===== src/rtl/cave_input_pkg.sv =====
// rtl/cave_input_pkg.sv - scan codes, player bit layout and joystick remap for cave_input
package cave_input_pkg;

  localparam int PLAYER_W = 10;
  localparam int JOY_W    = 11;
  localparam int KEY_W    = 11;

  // Player output bit positions
  localparam int BIT_UP      = 0;
  localparam int BIT_DOWN    = 1;
  localparam int BIT_LEFT    = 2;
  localparam int BIT_RIGHT   = 3;
  localparam int BIT_B1      = 4;
  localparam int BIT_B2      = 5;
  localparam int BIT_B3      = 6;
  localparam int BIT_START   = 7;
  localparam int BIT_COIN    = 8;
  localparam int BIT_SERVICE = 9;

  // Joystick input bit positions
  localparam int JOY_RIGHT   = 0;
  localparam int JOY_LEFT    = 1;
  localparam int JOY_DOWN    = 2;
  localparam int JOY_UP      = 3;
  localparam int JOY_B1      = 4;
  localparam int JOY_B2      = 5;
  localparam int JOY_B3      = 6;
  localparam int JOY_START   = 7;
  localparam int JOY_COIN    = 8;
  localparam int JOY_PAUSE   = 9;
  localparam int JOY_SERVICE = 10;

  localparam logic [7:0] SC_P1_UP      = 8'h75;
  localparam logic [7:0] SC_P1_DOWN    = 8'h72;
  localparam logic [7:0] SC_P1_LEFT    = 8'h6B;
  localparam logic [7:0] SC_P1_RIGHT   = 8'h74;
  localparam logic [7:0] SC_P1_B1      = 8'h14;
  localparam logic [7:0] SC_P1_B2      = 8'h11;
  localparam logic [7:0] SC_P1_B3      = 8'h29;
  localparam logic [7:0] SC_P1_START   = 8'h16;
  localparam logic [7:0] SC_P1_COIN    = 8'h2E;
  localparam logic [7:0] SC_P1_SERVICE = 8'h46;
  localparam logic [7:0] SC_PAUSE      = 8'h4D;
  localparam logic [7:0] SC_P2_UP      = 8'h2D;
  localparam logic [7:0] SC_P2_DOWN    = 8'h2B;
  localparam logic [7:0] SC_P2_LEFT    = 8'h23;
  localparam logic [7:0] SC_P2_RIGHT   = 8'h34;
  localparam logic [7:0] SC_P2_B1      = 8'h1C;
  localparam logic [7:0] SC_P2_B2      = 8'h1B;
  localparam logic [7:0] SC_P2_B3      = 8'h15;
  localparam logic [7:0] SC_P2_START   = 8'h1E;
  localparam logic [7:0] SC_P2_COIN    = 8'h36;
  localparam logic [7:0] SC_P2_SERVICE = 8'h45;

  typedef logic [PLAYER_W-1:0] player_t;

  // Pause has no slot in the player word; it is handled separately.
  function automatic player_t joy_to_player(input logic [JOY_W-1:0] joy);
    player_t p;
    p[BIT_UP]      = joy[JOY_UP];
    p[BIT_DOWN]    = joy[JOY_DOWN];
    p[BIT_LEFT]    = joy[JOY_LEFT];
    p[BIT_RIGHT]   = joy[JOY_RIGHT];
    p[BIT_B1]      = joy[JOY_B1];
    p[BIT_B2]      = joy[JOY_B2];
    p[BIT_B3]      = joy[JOY_B3];
    p[BIT_START]   = joy[JOY_START];
    p[BIT_COIN]    = joy[JOY_COIN];
    p[BIT_SERVICE] = joy[JOY_SERVICE];
    return p;
  endfunction

endpackage


===== src/rtl/cave_input_if.sv =====
// rtl/cave_input_if.sv - keyboard/joystick inputs and player/pause outputs bundle
interface cave_input_if;
  import cave_input_pkg::*;

  logic [KEY_W-1:0]    ps2_key;
  logic [JOY_W-1:0]    joystick_0;
  logic [JOY_W-1:0]    joystick_1;
  logic [PLAYER_W-1:0] player1;
  logic [PLAYER_W-1:0] player2;
  logic                pause;

  modport master (
    output ps2_key, joystick_0, joystick_1,
    input  player1, player2, pause
  );

  modport slave (
    input  ps2_key, joystick_0, joystick_1,
    output player1, player2, pause
  );

endinterface


===== src/rtl/cave_input_core.sv =====
// rtl/cave_input_core.sv - key latches, joystick merge, coin stretch and pause toggle
module cave_input_core #(
  parameter int COIN_HOLD = 1000000
) (
  input logic          clock,
  input logic          reset,
  cave_input_if.slave  bus
);
  import cave_input_pkg::*;

  logic       prev_toggle_q;
  logic       key_event;
  logic [7:0] key_code;
  logic       key_pressed;
  logic       key_bit8_unused;

  player_t p1_keys_q, p1_keys_d, p2_keys_q, p2_keys_d;
  logic    pause_key_q, pause_key_d;
  player_t p1_raw, p2_raw;
  logic    p1_coin, p2_coin;
  player_t player1_q, player1_d, player2_q, player2_d;
  logic    pause_raw, pause_prev_q, pause_q, pause_d;

  assign key_event       = bus.ps2_key[10] != prev_toggle_q;
  assign key_pressed     = bus.ps2_key[9];
  assign key_code        = bus.ps2_key[7:0];
  assign key_bit8_unused = bus.ps2_key[8];

  always_comb begin
    p1_keys_d   = p1_keys_q;
    p2_keys_d   = p2_keys_q;
    pause_key_d = pause_key_q;
    if (key_event) begin
      case (key_code)
        SC_P1_UP:      p1_keys_d[BIT_UP]      = key_pressed;
        SC_P1_DOWN:    p1_keys_d[BIT_DOWN]    = key_pressed;
        SC_P1_LEFT:    p1_keys_d[BIT_LEFT]    = key_pressed;
        SC_P1_RIGHT:   p1_keys_d[BIT_RIGHT]   = key_pressed;
        SC_P1_B1:      p1_keys_d[BIT_B1]      = key_pressed;
        SC_P1_B2:      p1_keys_d[BIT_B2]      = key_pressed;
        SC_P1_B3:      p1_keys_d[BIT_B3]      = key_pressed;
        SC_P1_START:   p1_keys_d[BIT_START]   = key_pressed;
        SC_P1_COIN:    p1_keys_d[BIT_COIN]    = key_pressed;
        SC_P1_SERVICE: p1_keys_d[BIT_SERVICE] = key_pressed;
        SC_PAUSE:      pause_key_d            = key_pressed;
        SC_P2_UP:      p2_keys_d[BIT_UP]      = key_pressed;
        SC_P2_DOWN:    p2_keys_d[BIT_DOWN]    = key_pressed;
        SC_P2_LEFT:    p2_keys_d[BIT_LEFT]    = key_pressed;
        SC_P2_RIGHT:   p2_keys_d[BIT_RIGHT]   = key_pressed;
        SC_P2_B1:      p2_keys_d[BIT_B1]      = key_pressed;
        SC_P2_B2:      p2_keys_d[BIT_B2]      = key_pressed;
        SC_P2_B3:      p2_keys_d[BIT_B3]      = key_pressed;
        SC_P2_START:   p2_keys_d[BIT_START]   = key_pressed;
        SC_P2_COIN:    p2_keys_d[BIT_COIN]    = key_pressed;
        SC_P2_SERVICE: p2_keys_d[BIT_SERVICE] = key_pressed;
        default: ;
      endcase
    end
  end

  assign p1_raw = p1_keys_q | joy_to_player(bus.joystick_0);
  assign p2_raw = p2_keys_q | joy_to_player(bus.joystick_1);

  cave_pulse_stretch #(.HOLD(COIN_HOLD)) u_coin1 (
    .clock (clock),
    .reset (reset),
    .in    (p1_raw[BIT_COIN]),
    .out   (p1_coin)
  );

  cave_pulse_stretch #(.HOLD(COIN_HOLD)) u_coin2 (
    .clock (clock),
    .reset (reset),
    .in    (p2_raw[BIT_COIN]),
    .out   (p2_coin)
  );

  always_comb begin
    player1_d           = p1_raw;
    player1_d[BIT_COIN] = p1_coin;
    player2_d           = p2_raw;
    player2_d[BIT_COIN] = p2_coin;
  end

  assign pause_raw = pause_key_q | bus.joystick_0[JOY_PAUSE] | bus.joystick_1[JOY_PAUSE];
  assign pause_d   = pause_q ^ (pause_raw & ~pause_prev_q);

  // prev_toggle follows the key toggle even in reset so no stale event fires on release.
  always_ff @(posedge clock) begin
    prev_toggle_q <= bus.ps2_key[10];
    if (reset) begin
      p1_keys_q    <= '0;
      p2_keys_q    <= '0;
      pause_key_q  <= 1'b0;
      player1_q    <= '0;
      player2_q    <= '0;
      pause_prev_q <= 1'b0;
      pause_q      <= 1'b0;
    end else begin
      p1_keys_q    <= p1_keys_d;
      p2_keys_q    <= p2_keys_d;
      pause_key_q  <= pause_key_d;
      player1_q    <= player1_d;
      player2_q    <= player2_d;
      pause_prev_q <= pause_raw;
      pause_q      <= pause_d;
    end
  end

  assign bus.player1 = player1_q;
  assign bus.player2 = player2_q;
  assign bus.pause   = pause_q;

endmodule


===== src/rtl/cave_pulse_stretch.sv =====
// rtl/cave_pulse_stretch.sv - retriggerable minimum-length stretcher for a coin pulse
module cave_pulse_stretch #(
  parameter int HOLD = 1000000
) (
  input  logic clock,
  input  logic reset,
  input  logic in,
  output logic out
);

  localparam logic [23:0] RELOAD = 24'(HOLD - 1);

  logic [23:0] cnt_q, cnt_d;
  logic        prev_q;

  always_comb begin
    cnt_d = cnt_q;
    if (in && !prev_q) begin
      cnt_d = RELOAD;
    end else if (cnt_q != 24'd0) begin
      cnt_d = cnt_q - 24'd1;
    end
  end

  assign out = in | (cnt_q != 24'd0);

  always_ff @(posedge clock) begin
    if (reset) begin
      cnt_q  <= 24'd0;
      prev_q <= 1'b0;
    end else begin
      cnt_q  <= cnt_d;
      prev_q <= in;
    end
  end

endmodule


===== src/rtl/cave_input.sv =====
// rtl/cave_input.sv - arcade input mapper: PS/2 keys and two joysticks to player words
module cave_input import cave_input_pkg::*; #(
  parameter int COIN_HOLD = 1000000
) (
  input  logic                clock,
  input  logic                reset,
  input  logic [KEY_W-1:0]    ps2_key,
  input  logic [JOY_W-1:0]    joystick_0,
  input  logic [JOY_W-1:0]    joystick_1,
  output logic [PLAYER_W-1:0] player1,
  output logic [PLAYER_W-1:0] player2,
  output logic                pause
);

  cave_input_if bus ();

  assign bus.ps2_key    = ps2_key;
  assign bus.joystick_0 = joystick_0;
  assign bus.joystick_1 = joystick_1;
  assign player1        = bus.player1;
  assign player2        = bus.player2;
  assign pause          = bus.pause;

  cave_input_core #(.COIN_HOLD(COIN_HOLD)) u_core (
    .clock (clock),
    .reset (reset),
    .bus   (bus)
  );

endmodule


===== config.mk =====
export PLATFORM = sky130hd
export DESIGN_NAME = cave_input
export DESIGN_NICKNAME = d
export VERILOG_FILES = /design/src/rtl/cave_input_pkg.sv /design/src/rtl/cave_input_if.sv /design/src/rtl/cave_input_core.sv /design/src/rtl/cave_pulse_stretch.sv /design/src/rtl/cave_input.sv
export SDC_FILE = /design/constraint.sdc
export NUM_CORES = 1
export LEC_CHECK = 0
export BUFFER_PORTS_ARGS = -buffer_cell sky130_fd_sc_hd__buf_2
export CAP_MARGIN = 20
export CORE_MARGIN = 2
export CORE_UTILIZATION = 35
export CTS_CLUSTER_DIAMETER = 40
export CTS_CLUSTER_SIZE = 40
export DETAILED_ROUTE_END_ITERATION = 8
export GPL_TIMING_DRIVEN = 0
export PLACE_DENSITY_LB_ADDON = 0.1
export SKIP_CTS_REPAIR_TIMING = 1
export SLEW_MARGIN = 15
export SYNTH_ARGS = -nofsm -noshare
export SYNTH_HDL_FRONTEND = slang
export SYNTH_SLANG_ARGS = --single-unit

===== constraint.sdc =====
create_clock -name clock -period 2.1 [get_ports clock]
set_input_delay 0.21 -clock clock [delete_from_list [all_inputs] [get_ports clock]]
set_output_delay 0.21 -clock clock [all_outputs]
set_load 0.02 [all_outputs]

# Yosys cells after proc, flatten, opt, wreduce, memory -nomap -nowiden
# Cells that the tools add are included.
[word_totals]
register_bits = 94
input_bits = 35
out_inout_bits = 21
word_cells = 100
[op_classes]
addsub = 2
n_eq_ne = 22
muxes = 4
bitwise_logic = 9
reduce_logical = 31
[ops]
columns = ["operator", "n"]
rows = [
  ["$mux 20", 4],
  ["$eq 8x5->1 const B", 7],
  ["$eq 8x6->1 const B", 7],
  ["$eq 8x7->1 const B", 7],
  ["$reduce_bool 24->1", 2],
  ["$sub 24x1->24 const B", 2],
  ["$reduce_and 2->1", 21],
  ["$or 10x10->10", 2],
  ["$or 1x1->1", 4],
  ["$reduce_bool 2->1", 2],
  ["$reduce_or 2->1", 2],
  ["$logic_and 1x1->1", 2],
  ["$logic_not 1->1", 2],
  ["$and 1x1->1", 1],
  ["$ne 1x1->1", 1],
  ["$not 1->1", 1],
  ["$xor 1x1->1", 1],
]

# Logic depth before layout (Yosys ltp)
[depth]
word_depth = 4
ltp_mapped = 8
ltp_nobuf = 6

# By module
# A second synthesis with hierarchy kept.
[unflattened]
hier_cells = 478
hier_area_um2 = 4413.0
[modules_own_cells]
columns = ["mod", "instances", "cells_each", "area_each_um2", "seq_area_each_um2"]
rows = [
  ["cave_pulse_stretch", 2, 148, 1297.5, 500.5],
  ["cave_input_core", 1, 182, 1818.0, 880.8],
]

# Worst setup path after synthesis
# No wires, ideal clock.
[synth_timing]
kind = "register to register"
from = "register u_core.u_coin2.cnt_q[0]"
to = "register u_core.u_coin2.cnt_q[7]"
setup_time_ps = 115
t_arrival_ps = 1846
required_ps = 1985
path_slack_ps = 139
stages_incl_launch_ff = 9
n_path_buf = 2
period_less_slack_ps = 1961
cell_sequence = "dfxtp_1 inv_1 ha_1 nor4b_1 and4_1 clkbuf_2 buf_2 a21oi_1 o21a_1"
[synth_via]
elab_chain_len = 1
word_cells_on_any_way = 2
cone_classes = "add/sub: 1; reduce/logical: 1"
[synth_rtl]
columns = ["item", "line_no", "rtl"]
rows = [
  ["from (decl)", "cave_pulse_stretch.sv:13", "logic [23:0] cnt_q, cnt_d;"],
  ["from (signal assigned)", "cave_pulse_stretch.sv:32", "cnt_q <= cnt_d;"],
  ["$sub 24x1->24 / $reduce_bool 24->1 (equally long branches)", "cave_pulse_stretch.sv:21, cave_pulse_stretch.sv:20", ""],
]
# Parallel ways exist; a longest one is shown, timed or not.
# A chain may end at the register's enable or synchronous reset.

# Worst setup path after layout
[layout_timing]
from = "register u_core.u_coin2.cnt_q[6]"
to = "register u_core.u_coin2.cnt_q[17]"
[layout_via]
elab_chain_len = 3
word_cells_on_any_way = 5
cone_classes = "add/sub: 1; mux: 2; reduce/logical: 2"
[layout_rtl]
columns = ["item", "line_no", "rtl"]
rows = [
  ["$sub 24x1->24", "cave_pulse_stretch.sv:21", "cnt_d = cnt_q - 24'd1;"],
  ["$mux 20", "cave_pulse_stretch.sv:20", "end else if (cnt_q != 24'd0) begin"],
  ["$mux 20", "cave_pulse_stretch.sv:18", "if (in && !prev_q) begin"],
]
# Parallel ways exist; a longest one is shown, timed or not. The select of a mux whose other input is x is not followed.

==> flow_summary.yaml <==
run_status:
  status: "finished clean"
routing:
  drc: 0
  routed_via_density: 5.559
  wl_um: 11880
  vias: 4219
  post_drt_wl_per_cell_um: 15.65
  drt_first_pass_iters: 5
  drt-initial-drc-count: 370
  antenna_left: 0
min_path:
  hold_class: "in -> reg"
logic_synthesis:
  syn-num-nets: 545
  yosysMostFrequentCell: "dfxtp_1"
  yosysUniqueCellTypes: 60
  synth-seq-cells: 94
  synth_ff_type: "dfxtp_1"
  yosysSeqAreaShare_pct: 42.00
  synth-async-reset-ratio_pct: 0
  synth_top_area_share_pct: 42.00
  yosysTopAreaCell: "dfxtp_1"
  syn-cell-area_um2: 4481
  synth-edff-count: 0
  avgSynthCellArea_um2: 8.855
  synthCells: 506
  synthTopCellsByCount: "94 x dfxtp_1, 80 x nor2_1, 28 x mux2i_1, 28 x nand4_1"
  synth_warnings: 0
  synthTopCellsByArea: "dfxtp_1 42%, nor2_1 6.7%, mux2i_1 6.3%"
layout:
  n_antenna_cell: 0
  final_nets: 621
  syn_to_final_growth_pct: 22.68
  drive_gt1_share_pct: 20.44
  final_area_um2: 5497
clock_tree:
  ctsHtreeMaxLevel: 3
  clk_path_buf_depth: 2
  root_buffer: "clkbuf_16"
  clk_latency_ns: 0.34
  cts_tree: "yes"
  cts.sinks: 94
  clk_pin_slew_ns: 0.07
  cts_buffers: 9
timing:
  finalSetupViolCount: 0
  fin_crit_sh_pct: 93.18
  tightest_slew_ns: 1.181
  period_minus_slack_ns: 1.957
  fin_worst_skew_ns: 0.003681
  hold_viol_final: 0
  rsz0062_at_grt: "yes"
  slew_headroom_pct: 20.14
  slew_viol_final: 0
  fmax_mhz: 511.1
  setup_slack_ns: 0.1433
worst_setup_path:
  cp_max_fo: 10
  worstPathArrival_ns: 2.23
  path_class: "reg -> reg"
  critPathSlowestCell: "nor4_2"
  cp_slowest_stage_delay_ns: 0.46
  start_kind: "register"
  end_kind: "register"
  cp.required_ns: 2.37
  cp_cell_sequence: "nor4_2 -> nand4b_1 -> buf_2 -> or4_1 -> a31oi_1"
place:
  port_buffers: 54
  placed_area_um2: 4966
  dp_slack_ns: -0.3104
  finalWeightedCongestion: 0.9053
  dp_hpwl_um: 8274
die:
  core_area_um2: 12570
  die_w_um: 117.1
  placementRows: 41
  die_h_um: 117.1
  dieArea_um2: 13720
  start_util_pct: 35.65
  io_pins: 56
grt:
  grt_use_total_pct: 17.62
  grt_antenna_before_repair: 0
  grt_pass1_vias: 3803
  grt_max_degree: 17
  grt_pass1_wl_um: 18810
  grt_overflow_total: 0
power_and_ir_drop:
  swShare_pct: 29.23
  pwr-share-comb_pct: 17.8
  ir_drop_mv: 0.3486
  p_per_area_nw_per_um2: 824.6
  clkPwrFrac_pct: 38.3
  leakagePower_nw: 2.168
  internal_power_mw: 3.208
  pwr-share-seq_pct: 43.9
  p_switching_mw: 1.325
run:
  maxCapViolations: 0
==> final cells by class <==
class	instances	area, um^2
fillers	1258	7072
multi-input cells	376	2577
flip-flops and latches	94	1884
repair buffers	66	362.8
clock buffers	11	252.7
well taps	172	215.2
plain buffers	26	106.4
clock inverters	5	63.81
inverters	9	33.78
==> state kept, by name (all words and copies together) (netlist names) <==
register	count
u_core.bus.pause	1
u_core.bus.player1	10
u_core.bus.player2	10
u_core.p1_keys_q	10
u_core.p2_keys_q	10
u_core.pause_key_q	1
u_core.pause_prev_q	1
u_core.prev_toggle_q	1
u_core.u_coin1.cnt_q	24
u_core.u_coin1.prev_q	1
u_core.u_coin2.cnt_q	24
u_core.u_coin2.prev_q	1
==> placed cells by master, fill, tap and decap left out, types with 3 or more instances in the layout <==
cell type / netlist / routed
a2111o_1: 4 / 4
a211oi_1: 6 / 6
a21oi_1: 20 / 20
a311oi_1: 5 / 5
a31oi_1: 11 / 11
and3_1: 3 / 3
and4_1: 5 / 5
buf_1: 3 / 3
buf_2: 4 / 58
buf_4: 0 / 12
clkbuf_1: 19 / 18
clkbuf_16: 0 / 9
dfxtp_1: 94 / 92
inv_1: 9 / 8
inv_6: 0 / 3
mux2i_1: 28 / 28
nand2_1: 20 / 20
nand2b_1: 3 / 3
nand3_1: 9 / 8
nand4_1: 28 / 28
nand4b_1: 6 / 6
nor2_1: 80 / 80
nor2b_1: 5 / 5
nor3_1: 12 / 10
nor3b_1: 4 / 3
nor4_1: 14 / 9
nor4_2: 2 / 6
nor4_4: 2 / 3
nor4b_1: 5 / 4
o21a_1: 4 / 4
o21ai_0: 13 / 13
o31ai_1: 11 / 11
o41ai_1: 7 / 7
or2_2: 4 / 4
or3_1: 17 / 17
or4_1: 10 / 10
==> cell families after synthesis <==
group	count (synthesis)	synth area share (%)
xor+xnor	1	0.1955
flops	94	42.00
simple gates	246	32.11
buf+inv	36	3.155
compound gates	97	15.16
fa+ha+maj	4	1.117
mux	28	6.255
==> power groups by stage <==
stage / Sequential [mW] / Combinational, mW / Clock (mW)
6_report: 1.99 / 0.806 / 1.73
5_1_grt: 2.01 / 0.890 / 1.85
4_1_cts: 1.98 / 0.726 / 1.80
3_5_place_dp: 2.02 / 0.724 / 0
3_3_place_gp: 2.02 / 0.717 / 0
2_1_floorplan: 2.02 / 0.491 / 0
==> worst paths after layout <==
check	cells past startpoint	slack [ns]	startpoint	end
max reg2reg	5	0.14	u_core.u_coin2.cnt_q[6]	u_core.u_coin2.cnt_q[17]
max	5	0.14	u_core.u_coin2.cnt_q[6]	u_core.u_coin2.cnt_q[17]
min	3	0.06	joystick_1[4]	u_core.bus.player2[4]
min reg2reg	2	0.47	u_core.p2_keys_q[1]	u_core.bus.player2[1]
==> critical path: cells and delay by family, from the launching register on <==
| family | cells | cell delay, ns |
|---|---|---|
| compound gates | 1 | 0.19 |
| buf+inv | 1 | 0.22 |
| flops | 1 | 0.40 |
| simple gates | 3 | 1.07 |
==> routing by layer <==
metal	global-route usage, %	vias up	part of all wire (%)
li1	-	2093	-
met1	23.00	1952	46
met2	28.39	151	46
met3	2.781	23	5.2
met4	8.627	0	2.6
met5	0	-	0
==> metrics by stage <==
| stage | hold WS (ns) | power, mW | utilization [%] | instances | setup TNS (ns) |
|---|---|---|---|---|---|
| 2_1_floorplan | 0.2377 | 2.514 | - | 506 | 0 |
| 3_3_place_gp | 0.3385 | 2.733 | 39.51 | 732 | -4.100 |
| 3_5_place_dp | 0.3434 | 2.739 | 39.51 | 732 | -4.144 |
| 4_1_cts | -0.02440 | 4.496 | 42.03 | 748 | -4.526 |
| 5_1_grt | 0.06741 | 4.750 | 43.73 | 759 | -0.07250 |
| 6_report | 0.06433 | 4.533 | 43.73 | 759 | 0 |
Note: power is estimated with default switching activity, not from simulation.
